File: config.mk
export PLATFORM = sky130hd
export DESIGN_NAME = rvj1_dram_wb_bridge_flat
export DESIGN_NICKNAME = d
export VERILOG_FILES = /design/src/rtl/rvj1_dram_wb_bridge_pkg.sv /design/src/rtl/rvj1_dram_wb_bridge_if.sv /design/src/rtl/rvj1_dram_wb_bridge_sat_counter.sv /design/src/rtl/rvj1_dram_wb_bridge.sv /design/src/flat_wrapper.sv
export SDC_FILE = /design/constraint.sdc
export NUM_CORES = 1
export LEC_CHECK = 0
export ABC_CLOCK_PERIOD_IN_PS = 3190
export CORE_ASPECT_RATIO = 1.4
export CORE_MARGIN = 5
export CORE_UTILIZATION = 45
export CTS_CLUSTER_SIZE = 16
export DETAILED_ROUTE_END_ITERATION = 6
export GPL_TIMING_DRIVEN = 0
export PLACE_DENSITY = 0.86
export SYNTH_ARGS = -nofsm -noshare
export SYNTH_HDL_FRONTEND = slang
export SYNTH_SLANG_ARGS = --single-unit
File: constraint.sdc
create_clock -name clk_i -period 3.19 [get_ports clk_i]
set_input_delay 0.319 -clock clk_i [delete_from_list [all_inputs] [get_ports clk_i]]
set_output_delay 0.319 -clock clk_i [all_outputs]
set_load 0.05 [all_outputs]
File: src/rtl/rvj1_dram_wb_bridge_pkg.sv
// ----------------------------------------------------------------------------
// rvj1_pkg
// Shared types and constants for the jedro_1 data-memory to Wishbone bridge.
//   bridge_state_e : bridge FSM states
//   DEF_ADDR_BASE  : default base address of the legal data window
//   DEF_ADDR_MASK  : default compare mask for the data window
//   sel_w()        : byte-select width for a given data width
// ----------------------------------------------------------------------------
package rvj1_pkg;

  typedef enum logic [1:0] {
    IDLE     = 2'd0,
    BUS      = 2'd1,
    RESP_OK  = 2'd2,
    RESP_ERR = 2'd3
  } bridge_state_e;

  localparam logic [31:0] DEF_ADDR_BASE = 32'h3000_0000;
  localparam logic [31:0] DEF_ADDR_MASK = 32'hFFFF_0000;

  // One byte select per byte lane of the data bus.
  function automatic int sel_w(input int dw);
    return dw / 8;
  endfunction

endpackage

File: src/rtl/rvj1_dram_wb_bridge_if.sv
// ----------------------------------------------------------------------------
// rvj1_dram_wb_bridge_if
// Bundles the core-side dram_* strobe port and the Wishbone classic port.
//   master : the bridge's view (takes core requests, masters Wishbone)
//   slave  : the environment's view (core drives requests, slave answers bus)
// Parameters AW/DW must match the bridge instance using the interface.
// ----------------------------------------------------------------------------
interface rvj1_dram_wb_bridge_if #(
  parameter int AW = 32,
  parameter int DW = 32
);
  import rvj1_pkg::*;

  localparam int SEL_W = sel_w(DW);

  // core data-memory port
  logic [SEL_W-1:0] dram_we;
  logic             dram_stb;
  logic [AW-1:0]    dram_addr;
  logic [DW-1:0]    dram_wdata;
  logic [DW-1:0]    dram_rdata;
  logic             dram_ack;
  logic             dram_err;

  // Wishbone classic master port
  logic             wbm_cyc_o;
  logic             wbm_stb_o;
  logic             wbm_we_o;
  logic [SEL_W-1:0] wbm_sel_o;
  logic [AW-1:0]    wbm_adr_o;
  logic [DW-1:0]    wbm_dat_o;
  logic [DW-1:0]    wbm_dat_i;
  logic             wbm_ack_i;
  logic             wbm_err_i;

  modport master (
    input  dram_we, dram_stb, dram_addr, dram_wdata,
    output dram_rdata, dram_ack, dram_err,
    output wbm_cyc_o, wbm_stb_o, wbm_we_o, wbm_sel_o, wbm_adr_o, wbm_dat_o,
    input  wbm_dat_i, wbm_ack_i, wbm_err_i
  );

  modport slave (
    output dram_we, dram_stb, dram_addr, dram_wdata,
    input  dram_rdata, dram_ack, dram_err,
    input  wbm_cyc_o, wbm_stb_o, wbm_we_o, wbm_sel_o, wbm_adr_o, wbm_dat_o,
    output wbm_dat_i, wbm_ack_i, wbm_err_i
  );

endinterface

File: src/rtl/rvj1_dram_wb_bridge_sat_counter.sv
// ----------------------------------------------------------------------------
// rvj1_sat_counter
// Up-counter that clears on demand and sticks at all ones instead of wrapping.
//   clk_i, rstn_i : clock, asynchronous active-low reset
//   clear         : synchronous clear (wins over inc)
//   inc           : count up by one when not saturated
//   count         : current value
//   sat           : terminal-count flag, high when count is all ones
// ----------------------------------------------------------------------------
module rvj1_sat_counter #(
  parameter int CNT_W = 8
) (
  input  logic             clk_i,
  input  logic             rstn_i,
  input  logic             clear,
  input  logic             inc,
  output logic [CNT_W-1:0] count,
  output logic             sat
);

  assign sat = (count == '1);

  // Clear has priority; once at all ones further increments are dropped so
  // the value never wraps back to zero.
  always_ff @(posedge clk_i or negedge rstn_i) begin
    if (!rstn_i) begin
      count <= '0;
    end else if (clear) begin
      count <= '0;
    end else if (inc && !sat) begin
      count <= count + 1'b1;
    end
  end

endmodule

File: src/rtl/rvj1_dram_wb_bridge.sv
// ----------------------------------------------------------------------------
// rvj1_dram_wb_bridge
// Turns single-cycle jedro_1 dram_* strobes into registered Wishbone classic
// cycles. Requests outside the data window are refused without touching the
// bus; a silent slave is cut off by a watchdog; every error response bumps a
// saturating error counter. One transaction is outstanding at a time.
//   clk_i, rstn_i : clock, asynchronous active-low reset
//   bus           : core strobe port + Wishbone master port (master modport)
//   err_count_o   : saturating count of dram_err pulses
//   busy_o        : high whenever the FSM is not IDLE
// ----------------------------------------------------------------------------
module rvj1_dram_wb_bridge
  import rvj1_pkg::*;
#(
  parameter int            AW             = 32,
  parameter int            DW             = 32,
  parameter logic [AW-1:0] ADDR_BASE      = AW'(DEF_ADDR_BASE),
  parameter logic [AW-1:0] ADDR_MASK      = AW'(DEF_ADDR_MASK),
  parameter int            TIMEOUT_CYCLES = 255,
  parameter int            CNT_W          = 8
) (
  input  logic                  clk_i,
  input  logic                  rstn_i,
  rvj1_dram_wb_bridge_if.master bus,
  output logic [CNT_W-1:0]      err_count_o,
  output logic                  busy_o
);

  localparam int SEL_W = sel_w(DW);

  bridge_state_e    state_q, state_d;
  logic [AW-1:0]    addr_q;
  logic [SEL_W-1:0] we_q;
  logic [DW-1:0]    wdata_q;
  logic [DW-1:0]    rdata_q;
  logic             in_window;
  logic [CNT_W-1:0] tmo_count;
  logic             tmo_sat;
  logic             err_sat;
  logic             timed_out;

  assign in_window = ((bus.dram_addr & ADDR_MASK) == ADDR_BASE);

  // The saturation flag can only be reached if TIMEOUT_CYCLES is set out of
  // range; treating it as a timeout guarantees the bus is always released.
  assign timed_out = (tmo_count == CNT_W'(TIMEOUT_CYCLES - 1)) || tmo_sat;

  // Watchdog: held at zero outside BUS so it starts from zero on entry and
  // counts every cycle the slave keeps us waiting.
  rvj1_sat_counter #(.CNT_W(CNT_W)) u_tmo_cnt (
    .clk_i  (clk_i),
    .rstn_i (rstn_i),
    .clear  (state_q != BUS),
    .inc    (state_q == BUS),
    .count  (tmo_count),
    .sat    (tmo_sat)
  );

  // Error counter: one increment per dram_err pulse, never cleared except by
  // reset.
  rvj1_sat_counter #(.CNT_W(CNT_W)) u_err_cnt (
    .clk_i  (clk_i),
    .rstn_i (rstn_i),
    .clear  (1'b0),
    .inc    ((state_q == RESP_ERR) && !err_sat),
    .count  (err_count_o),
    .sat    (err_sat)
  );

  // State register. Reset drops straight to IDLE, which also removes cyc/stb
  // asynchronously and discards any in-flight request without a response.
  always_ff @(posedge clk_i or negedge rstn_i) begin
    if (!rstn_i) begin
      state_q <= IDLE;
    end else begin
      state_q <= state_d;
    end
  end

  // Request capture and read-data return. The request is latched on every
  // accepted strobe so the bus sees stable values during BUS; read data is
  // only overwritten by a successful read, so it survives writes and errors.
  always_ff @(posedge clk_i or negedge rstn_i) begin
    if (!rstn_i) begin
      addr_q  <= '0;
      we_q    <= '0;
      wdata_q <= '0;
      rdata_q <= '0;
    end else begin
      if (state_q == IDLE && bus.dram_stb) begin
        addr_q  <= bus.dram_addr;
        we_q    <= bus.dram_we;
        wdata_q <= bus.dram_wdata;
      end
      if (state_q == BUS && bus.wbm_ack_i && !bus.wbm_err_i && we_q == '0) begin
        rdata_q <= bus.wbm_dat_i;
      end
    end
  end

  // Next state and the state-decoded outputs. Since everything is decoded
  // from the state register, cyc/stb/ack/err are all registered timing. In
  // BUS a slave error outranks an ack, and the watchdog only fires when the
  // slave has said nothing this cycle. Strobes outside IDLE are ignored.
  always_comb begin
    state_d       = state_q;
    bus.wbm_cyc_o = 1'b0;
    bus.wbm_stb_o = 1'b0;
    bus.wbm_we_o  = 1'b0;
    bus.wbm_sel_o = '0;
    bus.dram_ack  = 1'b0;
    bus.dram_err  = 1'b0;
    case (state_q)
      IDLE: begin
        if (bus.dram_stb) begin
          state_d = in_window ? BUS : RESP_ERR;
        end
      end
      BUS: begin
        bus.wbm_cyc_o = 1'b1;
        bus.wbm_stb_o = 1'b1;
        bus.wbm_we_o  = |we_q;
        bus.wbm_sel_o = (we_q == '0) ? '1 : we_q;
        if (bus.wbm_err_i) begin
          state_d = RESP_ERR;
        end else if (bus.wbm_ack_i) begin
          state_d = RESP_OK;
        end else if (timed_out) begin
          state_d = RESP_ERR;
        end
      end
      RESP_OK: begin
        bus.dram_ack = 1'b1;
        state_d      = IDLE;
      end
      RESP_ERR: begin
        bus.dram_err = 1'b1;
        state_d      = IDLE;
      end
      default: state_d = IDLE;
    endcase
  end

  assign bus.wbm_adr_o  = addr_q;
  assign bus.wbm_dat_o  = wdata_q;
  assign bus.dram_rdata = rdata_q;
  assign busy_o         = (state_q != IDLE);

  // A new strobe before the previous request was answered means the core
  // broke the one-outstanding rule; the bridge drops it, this makes it loud.
  a_no_stb_while_busy: assert property (
    @(posedge clk_i) disable iff (!rstn_i) !(bus.dram_stb && busy_o));

  a_ack_err_exclusive: assert property (
    @(posedge clk_i) disable iff (!rstn_i) !(bus.dram_ack && bus.dram_err));

endmodule

File: src/flat_wrapper.sv
// flat-port wrapper written by rule: the top's interface ports become plain ports
module rvj1_dram_wb_bridge_flat import rvj1_pkg::*;
#(
  parameter int            AW             = 32,
  parameter int            DW             = 32,
  parameter logic [AW-1:0] ADDR_BASE      = AW'(DEF_ADDR_BASE),
  parameter logic [AW-1:0] ADDR_MASK      = AW'(DEF_ADDR_MASK),
  parameter int            TIMEOUT_CYCLES = 255,
  parameter int            CNT_W          = 8
)
  (clk_i, rstn_i, err_count_o, busy_o, bus_dram_we, bus_dram_stb, bus_dram_addr, bus_dram_wdata, bus_dram_rdata, bus_dram_ack, bus_dram_err, bus_wbm_cyc_o, bus_wbm_stb_o, bus_wbm_we_o, bus_wbm_sel_o, bus_wbm_adr_o, bus_wbm_dat_o, bus_wbm_dat_i, bus_wbm_ack_i, bus_wbm_err_i);
  rvj1_dram_wb_bridge_if #(.AW(AW), .DW(DW)) bus_i ();
  input  logic clk_i;
  input  logic rstn_i;
  output logic [CNT_W-1:0] err_count_o;
  output logic busy_o;
  input wire logic [$bits(bus_i.dram_we)-1:0] bus_dram_we;
  input wire logic [$bits(bus_i.dram_stb)-1:0] bus_dram_stb;
  input wire logic [$bits(bus_i.dram_addr)-1:0] bus_dram_addr;
  input wire logic [$bits(bus_i.dram_wdata)-1:0] bus_dram_wdata;
  output wire logic [$bits(bus_i.dram_rdata)-1:0] bus_dram_rdata;
  output wire logic [$bits(bus_i.dram_ack)-1:0] bus_dram_ack;
  output wire logic [$bits(bus_i.dram_err)-1:0] bus_dram_err;
  output wire logic [$bits(bus_i.wbm_cyc_o)-1:0] bus_wbm_cyc_o;
  output wire logic [$bits(bus_i.wbm_stb_o)-1:0] bus_wbm_stb_o;
  output wire logic [$bits(bus_i.wbm_we_o)-1:0] bus_wbm_we_o;
  output wire logic [$bits(bus_i.wbm_sel_o)-1:0] bus_wbm_sel_o;
  output wire logic [$bits(bus_i.wbm_adr_o)-1:0] bus_wbm_adr_o;
  output wire logic [$bits(bus_i.wbm_dat_o)-1:0] bus_wbm_dat_o;
  input wire logic [$bits(bus_i.wbm_dat_i)-1:0] bus_wbm_dat_i;
  input wire logic [$bits(bus_i.wbm_ack_i)-1:0] bus_wbm_ack_i;
  input wire logic [$bits(bus_i.wbm_err_i)-1:0] bus_wbm_err_i;
  assign bus_i.dram_we = bus_dram_we;
  assign bus_i.dram_stb = bus_dram_stb;
  assign bus_i.dram_addr = bus_dram_addr;
  assign bus_i.dram_wdata = bus_dram_wdata;
  assign bus_dram_rdata = bus_i.dram_rdata;
  assign bus_dram_ack = bus_i.dram_ack;
  assign bus_dram_err = bus_i.dram_err;
  assign bus_wbm_cyc_o = bus_i.wbm_cyc_o;
  assign bus_wbm_stb_o = bus_i.wbm_stb_o;
  assign bus_wbm_we_o = bus_i.wbm_we_o;
  assign bus_wbm_sel_o = bus_i.wbm_sel_o;
  assign bus_wbm_adr_o = bus_i.wbm_adr_o;
  assign bus_wbm_dat_o = bus_i.wbm_dat_o;
  assign bus_i.wbm_dat_i = bus_wbm_dat_i;
  assign bus_i.wbm_ack_i = bus_wbm_ack_i;
  assign bus_i.wbm_err_i = bus_wbm_err_i;
  rvj1_dram_wb_bridge #(.AW(AW), .DW(DW), .ADDR_BASE(ADDR_BASE), .ADDR_MASK(ADDR_MASK), .TIMEOUT_CYCLES(TIMEOUT_CYCLES), .CNT_W(CNT_W)) u_core (.clk_i(clk_i), .rstn_i(rstn_i), .bus(bus_i), .err_count_o(err_count_o), .busy_o(busy_o));
endmodule
== Word level (Yosys, flattened, before mapping) ==
Index checks and enable logic that the tools add are counted.

* Output and inout bits: 114
* ROM bits: 0
* Latch bits: 0
* Bits of input ports: 105
* Bits in writable memories: 0
* Word-level logic and storage cells: 51
* Memories kept: 0
* Bits in registers: 118

* Shift-type cells: 0
* Add/sub/neg operators: 2
* Mux-type cells: 14
* $lt $le $gt $ge: 0
* Divide/modulo/power cells: 0
* Equality and inequality tests: 10
* $mul: 0
* Bitwise gates (word level): 0
* Reduce and logical (&&, ||, !) cells: 18

{| class="wikitable"
|+ Operators by type and width
! cell !! count
|-
| $eq 8x8->1 const B || 3
|-
| $add 8x1->8 const B || 2
|-
| $eq 16x14->1 const B || 1
|-
| $mux 8 || 2
|-
| $mux 2 || 5
|-
| $mux 4 || 2
|-
| $logic_and 1x1->1 || 7
|-
| $pmux 2 s3 || 1
|-
| $eq 2x2->1 const B || 2
|-
| $logic_not 4->1 || 1
|-
| $mux 1 || 4
|-
| $ne 4x3->1 const B || 1
|-
| $reduce_bool 2->1 || 2
|-
| $reduce_or 4->1 || 1
|-
| $logic_not 1->1 || 3
|-
| $eq 2x1->1 const B || 1
|-
| $logic_not 2->1 || 1
|-
| $ne 2x1->1 const B || 1
|-
| $ne 2x2->1 const B || 1
|-
| $reduce_and 2->1 || 1
|-
| $reduce_or 2->1 || 1
|-
| $logic_or 1x1->1 || 1
|}

== Logic depth before layout (Yosys ltp) ==
Gate-level depths: netlist of run 1.

* Word-level depth: 6
* Mapped depth: 6
* Gate-level depth less buffers: 5

== Hierarchy ==
From an unflattened synthesis of run 1, not the netlist that was laid out.

* Cell total of the unflattened synthesis: 339
* Area, all modules: 5,058.6 um2

{| class="wikitable"
|+ By module, submodules not included
! module !! area an instance (um2) !! cells each !! instances !! sequential area each (um2)
|-
| rvj1_dram_wb_bridge || 4,120.2 || 245 || 1 || 2,552.4
|-
| rvj1_sat_counter || 469.2 || 47 || 2 || 200.2
|}

== Worst setup path after synthesis of run 1 ==
OpenSTA, ideal clock, no wires.

* Path kind: reg2reg
* From: reg u_core.state_q[0]
* To: reg u_core.addr_q[10] (netlist: u_core.bus.wbm_adr_o[10])
* Arrival: 1.755 ns
* Clock period less this slack: 1.880 ns
* Buffers on the path: 3
* Cell stages (with the launch flop): 7
* Setup slack: 1.310 ns
* Data required time: 3.065 ns
* Library setup time: 0.125 ns
* Cells stage by stage: dfrtp_1 buf_2 or2_1 nor2_4 buf_4 buf_6 mux2_2

* Word-level cells in the longest chain between the ends: 2

{| class="wikitable"
|+ Ends and longest elaborated chain
! what !! RTL line !! RTL
|-
| start: declaration || rvj1_dram_wb_bridge.sv:31 || <nowiki>bridge_state_e state_q, state_d;</nowiki>
|-
| start signal: assignment || rvj1_dram_wb_bridge.sv:76 || <nowiki>state_q <= state_d;</nowiki>
|-
| $logic_not 2->1 || rvj1_dram_wb_bridge.sv:90 || <nowiki>if (state_q == IDLE && bus.dram_stb) begin</nowiki>
|-
| $logic_and 1x1->1 || rvj1_dram_wb_bridge.sv:90 ||
|-
| end signal: assignment || rvj1_dram_wb_bridge.sv:91 || <nowiki>addr_q <= bus.dram_addr;</nowiki>
|-
| end: declaration || rvj1_dram_wb_bridge.sv:32 || <nowiki>logic [AW-1:0] addr_q;</nowiki>
|}

No other way between the ends.
A chain may end at the register's enable or synchronous reset.

== Worst setup path in the final report of run 1 ==
* From: reg u_core.we_q[1]
* To: out bus_wbm_sel_o[2]

* Word-level cells in the longest chain between the ends: 3

{| class="wikitable"
|+ Ends and longest elaborated chain
! what !! RTL line !! RTL
|-
| start: declaration || rvj1_dram_wb_bridge.sv:33 || <nowiki>logic [SEL_W-1:0] we_q;</nowiki>
|-
| start signal: assignment || rvj1_dram_wb_bridge.sv:92 || <nowiki>we_q <= bus.dram_we;</nowiki>
|-
| $logic_not 4->1 || rvj1_dram_wb_bridge.sv:123 || <nowiki>bus.wbm_sel_o = (we_q == '0) ? '1 : we_q;</nowiki>
|-
| $mux 4 || rvj1_dram_wb_bridge.sv:123 ||
|-
| $mux 4 || rvj1_dram_wb_bridge.sv:113 || <nowiki>case (state_q)</nowiki>
|-
| end: declaration || flat_wrapper.sv:27 || <nowiki>output wire logic [$bits(bus_i.wbm_sel_o)-1:0] bus_wbm_sel_o;</nowiki>
|}

No other way between the ends.

==> results.json, run 1 <==
{
  "status": "complete, no violations",
  "regArea_mm2": 0.002953,
  "use_met1": 0.2193,
  "wl_per_cell_um": 18.69,
  "initial_core_util": 0.4534,
  "max_freq_mhz": 368.9,
  "grt_max_degree": 100,
  "cts.sinks": 118,
  "fin_crit_sh": 0.8498,
  "die-area_mm2": 0.01305,
  "postCtsHoldBufs": 1,
  "place_congestion": 0.8014,
  "multi_input_area_mm2": 0.001804,
  "worstPathRequired_ns": 2.87,
  "post-cts-setup-buffers": 0,
  "fin_skew_ns": 0.007387,
  "nets": 668,
  "htreeDepth": 4,
  "ys_warn_count": 0,
  "synth.distinct_cells": 38,
  "hold_class": "primary input to asynchronous set/reset pin",
  "fill_cells": 710,
  "totalWireLength_mm": 13.35,
  "timing.final.max_slew_violations": 0,
  "synth_top_area_cell": "dfrtp_1",
  "slew_headroom": 0.6314,
  "synth.net_count": 429,
  "drc": 0,
  "cpPeakStageDelay_ns": 0.82,
  "grt_pass1_vias": 3974,
  "clockBufferDepth": 2,
  "cts_resized": 0,
  "path_class": "flip-flop to output pin",
  "placementRows": 45,
  "async_reset_ff_frac": 1.000,
  "yosys_register_bits": 118,
  "antenna_found_initial": 0,
  "fin_crit_ns": 2.711,
  "setup.worst_path.end_class": "output pin",
  "crit_path_frequent_cell": "nor2_1",
  "portBuffers": 218,
  "die_x_um": 97.98,
  "cts_buffers": 17,
  "ant_nets": 0,
  "worst_pin_slew_ns": 0.5512,
  "gr-usage-met2": 0.3792,
  "cts-root-buf": "clkbuf_16",
  "hold_violations": 0,
  "tritoncts": "done",
  "yosysSeqAreaShare": 0.6056,
  "grt.overflow.total": 0,
  "grt-busiest-layer": "met2",
  "crit_fanout": 6,
  "path_cells": "nor4_4 -> nor2_1 -> nor2_1 -> clkdlybuf4s50_1",
  "syn2layout_area_growth_pct": 61.25,
  "dr_total_vias": 3607,
  "diodes": 0,
  "syn_inst": 321,
  "post-dp-hpwl_mm": 9.905,
  "grt_setup_unrepaired": "false",
  "startpoint_type": "flip-flop",
  "first_pass_iters": 4,
  "use_met3": 0.07910,
  "p_per_area_mw_per_mm2": 1157,
  "setup_violations": 0,
  "coreArea_mm2": 0.01075,
  "clkTransAtPathRegs_ns": 0.06,
  "drive_gt1_frac": 0.2670,
  "cap_viol_max_count": 0,
  "netlist_area_mm2": 0.004876,
  "ios": 219,
  "grt_pass1_wl_mm": 21.53,
  "synth_edf_count": 0,
  "viasPerCell": 5.052,
  "grt_usage": 0.2107,
  "synthTopCellsByArea": "dfrtp_1 61%, mux2_2 17%, mux2_4 9.2%",
  "die_h_um": 133.2,
  "first_iter_violations": 74,
  "clock_insertion_delay_worst_skew_ns": 0.41,
  "cp.arrival_ns": 2.39,
  "synth_top_area_frac": 0.6056,
  "p_leak_nw": 3.429,
  "synth_flop_cell": "dfrtp_1",
  "slowest_stage": "clkdlybuf4s50_1",
  "irDropWorstVdd_mv": 0.7218,
  "finalHoldWorstSlack_ns": 0.3254,
  "avgSynthCellArea_um2": 15.19,
  "report.power.total_mw": 9.099
}
## layout make-up
class	count	area share
Clock buffer	18	0.05586
Tap cell	141	0.02244
Timing Repair Buffer	220	0.2825
Clock inverter	14	0.01910
Multi-Input combinational cell	185	0.2295
Inverter	5	0.002387
Buffer	13	0.01273
Sequential cell	118	0.3756
## power breakdown
part	switching [mW]	leakage, nW	total, mW	internal, mW
combinational	2.95	1.68	4.75	1.80
sequential	0.376	1.47	2.47	2.10
clock	0.702	0.283	1.88	1.18
total	4.02	3.43	9.10	5.07
## through the flow
stage	setup slack [ns]	setup TNS (ns)	utilization	cell area, um^2	instances
after global placement	-2.617	-307.80	0.6727	7234	680
after CTS	0.4376	0	0.7311	7863	714
final	0.4790	0	0.7311	7863	714
after detailed placement	0.9519	0	0.6754	7263	681
after global routing	0.3562	0	0.7311	7863	714
after floorplan	1.310	0	-	4876	321
## sequential cells by signal (all words and copies together) (netlist names)
signal / cells
u_core.bus.wbm_adr_o: 32
u_core.u_err_cnt.count: 8
u_core.state_q: 2
u_core.u_tmo_cnt.count: 8
u_core.bus.dram_rdata: 32
u_core.bus.wbm_dat_o: 32
u_core.we_q: 4
## logic make-up (layout without fill, tap and decap cells)
kind of cell,count (synthesis),in the layout,share of synthesized area
AOI/OAI and AO/OA,16,16,0.02335
xor gates and xnor gates,3,3,0.005390
adders and majority gates,3,3,0.007699
buffers and inverters,18,270,0.02437
DFF,118,118,0.6056
muxes,105,105,0.2653
and+or+nand+nor,58,58,0.06826
## synthesized netlist by cell type, types with 2 or more instances
| cell type | count |
|---|---|
| a21oi_1 | 2 |
| inv_1 | 5 |
| buf_6 | 5 |
| mux2_4 | 30 |
| and3_1 | 4 |
| nand2b_1 | 3 |
| xnor2_1 | 3 |
| buf_2 | 5 |
| a211oi_1 | 4 |
| o21ai_0 | 2 |
| a31oi_1 | 3 |
| nor4_1 | 3 |
| nand4_1 | 4 |
| nand3_1 | 5 |
| dfrtp_1 | 118 |
| nor2_1 | 20 |
| mux2_2 | 74 |
| nor3_1 | 4 |
| nor2b_1 | 2 |
| nand2_1 | 4 |
| buf_4 | 2 |
| ha_1 | 3 |
## worst paths after layout
kind                            slack [ns]                       end  depth (start not counted)                     from
worst max-delay path                  0.48          bus_wbm_sel_o[2]                          4           u_core.we_q[1]
worst min-delay path                  0.33  u_core.bus.wbm_adr_o[22]                          2                   rstn_i
worst max register to register        1.38   u_core.bus.wbm_adr_o[1]                          5        u_core.state_q[0]
worst min register to register        0.50   u_core.bus.wbm_adr_o[0]                          1  u_core.bus.wbm_adr_o[0]
max in group asynchronous             2.12  u_core.bus.wbm_dat_o[12]                          3                   rstn_i
min in group clk_i                    0.50   u_core.bus.wbm_adr_o[0]                          1  u_core.bus.wbm_adr_o[0]
## metal layers
layer	vias to the layer above	wire length, um	share of wire
met2	163	7222	0.54
met4	0	316	0.024
met3	25	1210	0.091
met1	1776	4598	0.34
met5	-	0	0
li1	1643	-	-
## cell usage in the layout (no fill, tap or decap), types with 5 or more instances in the layout
master	n
buf_6	6
mux2_4	30
nor2_1	20
mux2_2	74
clkdlybuf4s50_1	217
inv_1	5
nand3_1	5
clkbuf_16	17
dfrtp_1	118
buf_2	5
## critical path, delay by kind of cell, from the launching register on
kind          cells  cell delay (ns)
buf+inv           1             0.82
flops             1             0.42
simple gates      3             0.74
(Power assumes the default switching activity.)
==> inputs of run 2 (changes only) <==
- ABC_CLOCK_PERIOD_IN_PS: 3190 -> 2700
- CORE_UTILIZATION: 45 -> 42
- PLACE_DENSITY: 0.86 -> 0.81
- clock period: 3.19 -> 2.7 ns (I/O delays scaled with it)
==> run 2 against run 1 <==
Register-to-register slack got worse by 0.54 ns; first-iteration DRC count rose by 66%; clock skew barely moved; via count fell by 1.8%; design area rose by 1.2%; non-clock buffer count did not move; sequential share of layout area fell by 0.43 points; hold slack improved by 0.027 ns; global-route usage fell by 1.7 points; largest cell class unchanged; count of clock-buffer cells in the layout rose by 3; final cell count rose by 0.42%; largest power group unchanged.
==> results.json, run 2 (synthesized netlist as in run 1, its figures left out) <==
{
  "first_pass_iters": 4,
  "cts_buffers": 17,
  "report.power.total_mw": 11.03,
  "grt.overflow.total": 0,
  "finalInstanceArea_mm2": 0.007954,
  "die_x_um": 101.1,
  "wl_per_cell_um": 18.50,
  "hold_class": "primary input to asynchronous set/reset pin",
  "fill_cells": 805,
  "totalWireLength_mm": 13.26,
  "grt-busiest-layer": "met2",
  "place_ws_ns": 0.5092,
  "p_leak_nw": 3.530,
  "layout_commonest_cell": "clkdlybuf4s50_1",
  "fin_crit_ns": 2.563,
  "cts.sinks": 118,
  "grt_max_degree": 82,
  "dr_total_vias": 3541,
  "netSwitchingFraction": 0.4272,
  "clock_insertion_delay_worst_skew_ns": 0.40,
  "tritoncts": "done",
  "die-area_mm2": 0.01389,
  "final_cell_mix": "213 x clkdlybuf4s50_1, 118 x dfrtp_1, 74 x mux2_2, 30 x mux2_4, 20 x nor2_1",
  "antenna_found_initial": 0,
  "grt_setup_unrepaired": "false",
  "finalHoldWorstSlack_ns": 0.3522,
  "portBuffers": 218,
  "timing.final.max_slew_violations": 0,
  "worstPathRequired_ns": 2.43,
  "fin_skew_ns": 0.007273,
  "reg2reg_depth": 6,
  "drive_gt1_frac": 0.2653,
  "grt_usage": 0.1938,
  "cts-root-buf": "clkbuf_16",
  "startpoint_type": "flip-flop",
  "drc": 0,
  "htreeDepth": 4,
  "path_cells": "nand2b_1 -> clkbuf_1 -> nor2_1 -> clkdlybuf4s50_1",
  "setup_tns_ns": 0,
  "grt_pass1_wl_mm": 20.71,
  "syn2layout_area_growth_pct": 63.13,
  "crit_fanout": 10,
  "ant_nets": 0,
  "slew_headroom": 0.6358,
  "cp.arrival_ns": 2.29,
  "reg2reg_slack_ns": 0.84,
  "nets": 668,
  "slowest_stage": "clkdlybuf4s50_1",
  "path_class": "flip-flop to output pin",
  "setup_violations": 0,
  "max_freq_mhz": 390.1,
  "irDropWorstVdd_mv": 0.8853,
  "grt_pass1_vias": 4066,
  "p_per_area_mw_per_mm2": 1387,
  "die_h_um": 137.5,
  "path_buf_inv": 2,
  "pwr-share-comb": 0.508,
  "use_met3": 0.09017,
  "diodes": 0,
  "viasPerCell": 4.939,
  "rr_startpoint": "u_core.state_q[0]",
  "worst_pin_slew_ns": 0.5446,
  "fin_crit_sh": 0.9493,
  "clockPowerShare": 0.228,
  "coreArea_mm2": 0.01134,
  "p_switching_mw": 4.713,
  "use_met1": 0.1930,
  "clkTransAtPathRegs_ns": 0.06,
  "cp.depth": 4,
  "finalNonFillerCells": 717,
  "hold_violations": 0,
  "place_congestion": 0.7872,
  "postLayoutCoreUtil": 0.7015,
  "post-dp-hpwl_mm": 9.812,
  "clockBufferDepth": 2,
  "post-cts-setup-buffers": 0,
  "gr-usage-met2": 0.3486,
  "cp_top_family": "buffers and inverters",
  "first_iter_violations": 123,
  "initial_core_util": 0.4300,
  "setup.worst_path.end_class": "output pin",
  "cpPeakStageDelay_ns": 0.84,
  "cap_viol_max_count": 0,
  "status": "complete, no violations",
  "dp.cells": 684,
  "internal_power_mw": 6.319,
  "seq_power_share": 0.265,
  "layout_setup_ws_ns": 0.1368,
  "ios": 219,
  "post_dp_cell_area_mm2": 0.007267,
  "reg2reg_to": "u_core.bus.wbm_adr_o[26]",
  "placementRows": 46
}
[run 2: power groups by stage]
| stage | combinational (mW) | sequential (mW) | clock (mW) |
|---|---|---|---|
| after floorplan | 1.42 | 5.16 | 0 |
| after global placement | 5.55 | 2.89 | 0 |
| after detailed placement | 5.64 | 2.94 | 0 |
| after CTS | 5.67 | 2.92 | 2.56 |
| after global routing | 5.84 | 3.02 | 2.65 |
| final | 5.60 | 2.92 | 2.51 |
[run 2: worst max path at each step]
stage	startpoint	to	slack, ns
4_1_cts	u_core.state_q[1]	bus_wbm_we_o	0.07
5_1_grt	u_core.we_q[1]	bus_wbm_sel_o[3]	0.003
2_1_floorplan	u_core.state_q[0]	u_core.bus.wbm_adr_o[10]	0.82
3_5_place_dp	u_core.state_q[1]	bus_wbm_we_o	0.51
3_3_place_gp	rstn_i	u_core.bus.wbm_dat_o[23]	-3.15
6_report	u_core.state_q[1]	bus_wbm_sel_o[3]	0.14
[run 2: timing repair]
item                       4_1_cts  5_1_grt
setup endpoints to repair        0        4
hold buffers                     1        0
hold endpoints to repair        37        0
gates resized for setup          0        4
[run 2: area by class of cell]
class / instances / area [um^2] / share of cell area
well taps: 144 / 180.2 / 0.02265
inverters: 5 / 18.77 / 0.002360
flip-flops and latches: 118 / 2953 / 0.3712
clock buffers: 21 / 470.5 / 0.05915
repair buffers: 220 / 2231 / 0.2805
clock inverters: 11 / 196.4 / 0.02470
plain buffers: 13 / 100.1 / 0.01258
multi-input cells: 185 / 1804 / 0.2268
[run 2: metal layers]
metal	vias up	wire, um	part of all wire
met5	-	0	0
met4	0	239	0.018
met3	18	1326	0.10
met2	160	7179	0.54
met1	1733	4516	0.34
li1	1630	-	-
